--- config.mk ---
export PLATFORM = sky130hd
export DESIGN_NAME = binary_ctr
export DESIGN_NICKNAME = d
export VERILOG_FILES = /design/src/rtl/binary_ctr.sv
export SDC_FILE = /design/constraint.sdc
export NUM_CORES = 1
export LEC_CHECK = 0
export CAP_MARGIN = 20
export CORE_AREA = 10 10 47 49
export DETAILED_ROUTE_END_ITERATION = 8
export DIE_AREA = 0 0 57 59
export REMOVE_ABC_BUFFERS = 1
export SETUP_SLACK_MARGIN = 0.4
export SLEW_MARGIN = 20
export SYNTH_ARGS = -nofsm -noshare
export SYNTH_HDL_FRONTEND = slang
export SYNTH_SLANG_ARGS = --single-unit
--- constraint.sdc ---
create_clock -name clk -period 2.2 [get_ports clk]
set_input_delay 0.44 -clock clk [delete_from_list [all_inputs] [get_ports clk]]
set_output_delay 0.44 -clock clk [all_outputs]
set_load 0.005 [all_outputs]
--- src/rtl/binary_ctr.sv ---
// rtl/binary_ctr.sv - parameterised synchronous up/down binary counter
module binary_ctr #(
  parameter int WIDTH = 4
) (
  input  logic             clk,
  input  logic             reset,
  input  logic             mode,
  output logic [WIDTH-1:0] q
);

  logic [WIDTH-1:0] count;
  logic [WIDTH-1:0] count_next;

  // next count: unsigned WIDTH-bit add/subtract wraps modulo 2^WIDTH in both directions
  always_comb begin
    count_next = count;
    if (mode) begin
      count_next = count + WIDTH'(1);
    end else begin
      count_next = count - WIDTH'(1);
    end
  end

  // state register; reset wins over counting and is only seen at the clock edge
  always_ff @(posedge clk) begin
    if (reset) begin
      count <= '0;
    end else begin
      count <= count_next;
    end
  end

  assign q = count;

endmodule

# Word level (Yosys, flattened, before mapping)
# Cells that the tools add are included.
# word_totals
ff_bits,4
inputBits,3
out_inout_bits,4
# classes
n_addsub,2
n_mux,1
# ops
operator,count
adder 4 x 1 -> 4 bit (second input constant),1
two-way mux 4 bit,1
subtractor 4 x 1 -> 4 bit (second input constant),1

# Depth between registers and ports, before layout
# logic_depth
depth_word,2
mapped_depth,5
depth_no_buf,5

# Worst setup path before layout
# Ideal clock, no wire load.
# synth_timing
path_type,input -> register
startpoint,input port mode
endpoint,register count[3] (netlist: q[3])
setup_ps,114
arrival_ps,1186
setup_slack_ps,900
cell_stages,5
n_path_buf,0
cell_sequence,inv_1 ha_1 a21oi_1 a21o_1 a21oi_2
# synth_via
elab_chain_cells,1
# synth_rtl
item,line_no,source
from (decl),7,"input logic mode,"
two-way mux 4 bit,17,if (mode) begin
to (signal assigned),29,count <= count_next;
to (decl),11,logic [WIDTH-1:0] count;
# No other way between the ends.
# A chain may end at the register's enable or synchronous reset.

# Final worst setup path
# Ends and elaborated chain as after synthesis.

==> metrics <==
outcome complete, no violations; largest net degree at the start of global routing 5; post-layout util 21.0%; Resize count post-CTS 0; total track usage roughly 3.3%; synthesized cell area around 190 sq um; crit path buf inv count 2; f_max 606 MHz; I/O Pins 7; grt total ovfl 0; worst-path cell chain clkdlybuf4s50_1, inv_1, ha_1, a21oi_1, nand3_1, a21oi_2; Worst Hold Path EP q[0]$_SDFF_PP0_; footprint of the multi-input gates ~110 sq um; CORE AREA 1400 sq um; Seq/Total Area, Yosys 41.8%; post-synth top area share 41.8%; library cells used by synthesis 11; post-CTS setup buffers 0; number of setup violations in the final report 0; Seq cells post-synth 4; Largest register FFs 4; NetSw 0.0712 mW; # diodes 0; largest area contributor in the netlist dfxtp_1; Required @ worst endpoint 2.37 ns; wire length per cell 9.49 um; vertical die dimension 59 um; syn avg cell area 10.6 sq um; Final Hold Viols 0; first-pass GRT wire length around 740 um; max-cap viol count 0; H-tree depth 1; share of cells above drive strength 1 14.8%; clk_lat worst skew 0.23 ns; DRT Pass-1 Iters 2; R2R Path End q[3]$_SDFF_PP0_; LEAKAGE 0.119 nW; Final HPWL DP 366 um; Hold Path Depth 1; max incr delay on CP 0.49 ns; crit share post-route 75.0%; RSZ-0062 raised after global routing no; NumNets Final 35; clock buffer depth 2; Hold Crit Start q[0]$_SDFF_PP0_; Reg area 80.1 sq um; Sum Neg Setup Slack 0 ns; VDD IR max between 0.0001 and 0.00015 V; clock power share 33.0%; reg2reg start q[2]$_SDFF_PP0_; DRC Markers 0; Reg power frac 35.5%; routability cong. ~0.66; P per Cell Area 923 nW/um^2; Worst Reg2Reg Path Length in Cells 4; worst-path fanout max 3; Area Growth Syn to Fin 53.6%; Max-slew headroom about 87%; CTS tree built; commonest non-fill, non-tap cell in the layout clkdlybuf4s50_1; Die W 57 um; Synth Instances 18; fin crit period 1.65 ns; switching part of the total a little over a quarter; DR vias approximately 150; fill count ~160; Die Area 3360 sq um; vias in the first global route 195; initial antenna violation count 0; Slew Limit Fails 0; Num CTS Buffers 3; hold buffer count at cts 0; final WL 408 um; Slew @ Worst Pin 0.195 ns; CP startpoint kind input pin; Comb pwr share 31.6%; crit path DAT 1.82 ns; Via-to-Cell Ratio 3.58; Ys Warns 0; Iter 0 DRT Violations 4; Worst Hold Class register to register; Layout Skew 0.000525 ns; Worst-path clk slew 0.04 ns; R2R Setup Slk 1.08 ns; Initial Util 13.7%; FP Rows 14; clock net sink count 4; CP max-delay cell clkdlybuf4s50_1; cell family with most CP delay buffers and inverters; Root Buffer clkbuf_4; critical path type input pin to register; most frequent cells in the layout clkdlybuf4s50_1, dfxtp_1, clkbuf_4; port bufs 6; antenna viol nets, final 0; Int Pwr 0.200 mW; top post-synthesis cells by area dfxtp_1, ha_1, fa_1, xnor2_1, nand3_1; CP Capture Type register
## kinds of logic after synthesis
group / synth area share [%]
compound gates: 11.1
xor+xnor: 9.15
fa+ha+maj: 23.5
buf+inv: 1.96
flops: 41.8
simple gates: 12.4
## worst max path at each step
stage | from | slack [ns] | to | depth (start not counted)
floorplan | mode | 0.90 | q[3]$_SDFF_PP0_ | 5
global placement | mode | 0.29 | q[3]$_SDFF_PP0_ | 6
detailed placement | mode | 0.29 | q[3]$_SDFF_PP0_ | 6
CTS | mode | 0.54 | q[3]$_SDFF_PP0_ | 6
global route | mode | 0.42 | q[3]$_SDFF_PP0_ | 6
finish | mode | 0.55 | q[3]$_SDFF_PP0_ | 6
## stage by stage
stage	power (mW)	setup slack, ns	std cells	cell area, sq um	hold slack [ns]
2_1_floorplan	0.145	0.900	18	191	0.458
3_3_place_gp	0.184	0.287	40	272	0.465
3_5_place_dp	0.186	0.291	40	272	0.478
4_1_cts	0.280	0.537	43	294	0.487
5_1_grt	0.298	0.423	43	294	0.533
6_report	0.271	0.551	43	294	0.484
## Yosys cell counts
cell type	instances
a21o_1	1
a21oi_1	1
a21oi_2	1
dfxtp_1	4
fa_1	1
ha_1	2
inv_1	1
nand3_1	2
nor2_1	2
nor2b_1	1
xnor2_1	2
## power groups by stage
stage                     logic, mW  registers (mW)  clock network [mW]
final                        0.0857          0.0963              0.0895
after global routing         0.0999          0.0989              0.0989
after CTS                    0.0887          0.0968              0.0948
after detailed placement     0.0881          0.0980                   0
after global placement       0.0869          0.0973                   0
after floorplan              0.0461          0.0986                   0
## worst register-to-register path, delay by kind of cell (launching register included)
kind	cells	cell delay [ns]
fa+ha+maj	1	0.31
flops	1	0.30
compound gates	2	0.33
simple gates	1	0.12
## area by class of cell
cell class / count / area share [%]
Inverter: 1 / 1.28
Sequential cell: 4 / 27.2
Clock buffer: 3 / 7.66
Tap cell: 16 / 6.81
Timing Repair Buffer: 6 / 20.4
Multi-Input combinational cell: 13 / 36.6
## per-layer routing
metal / part of all wire, % / track usage, %
met3: 16 / 3.22
met2: 51 / 4.34
met5: 0 / 0
met4: 3.7 / 5.03
met1: 29 / 2.15
Note: power is estimated with default switching activity, not from simulation.
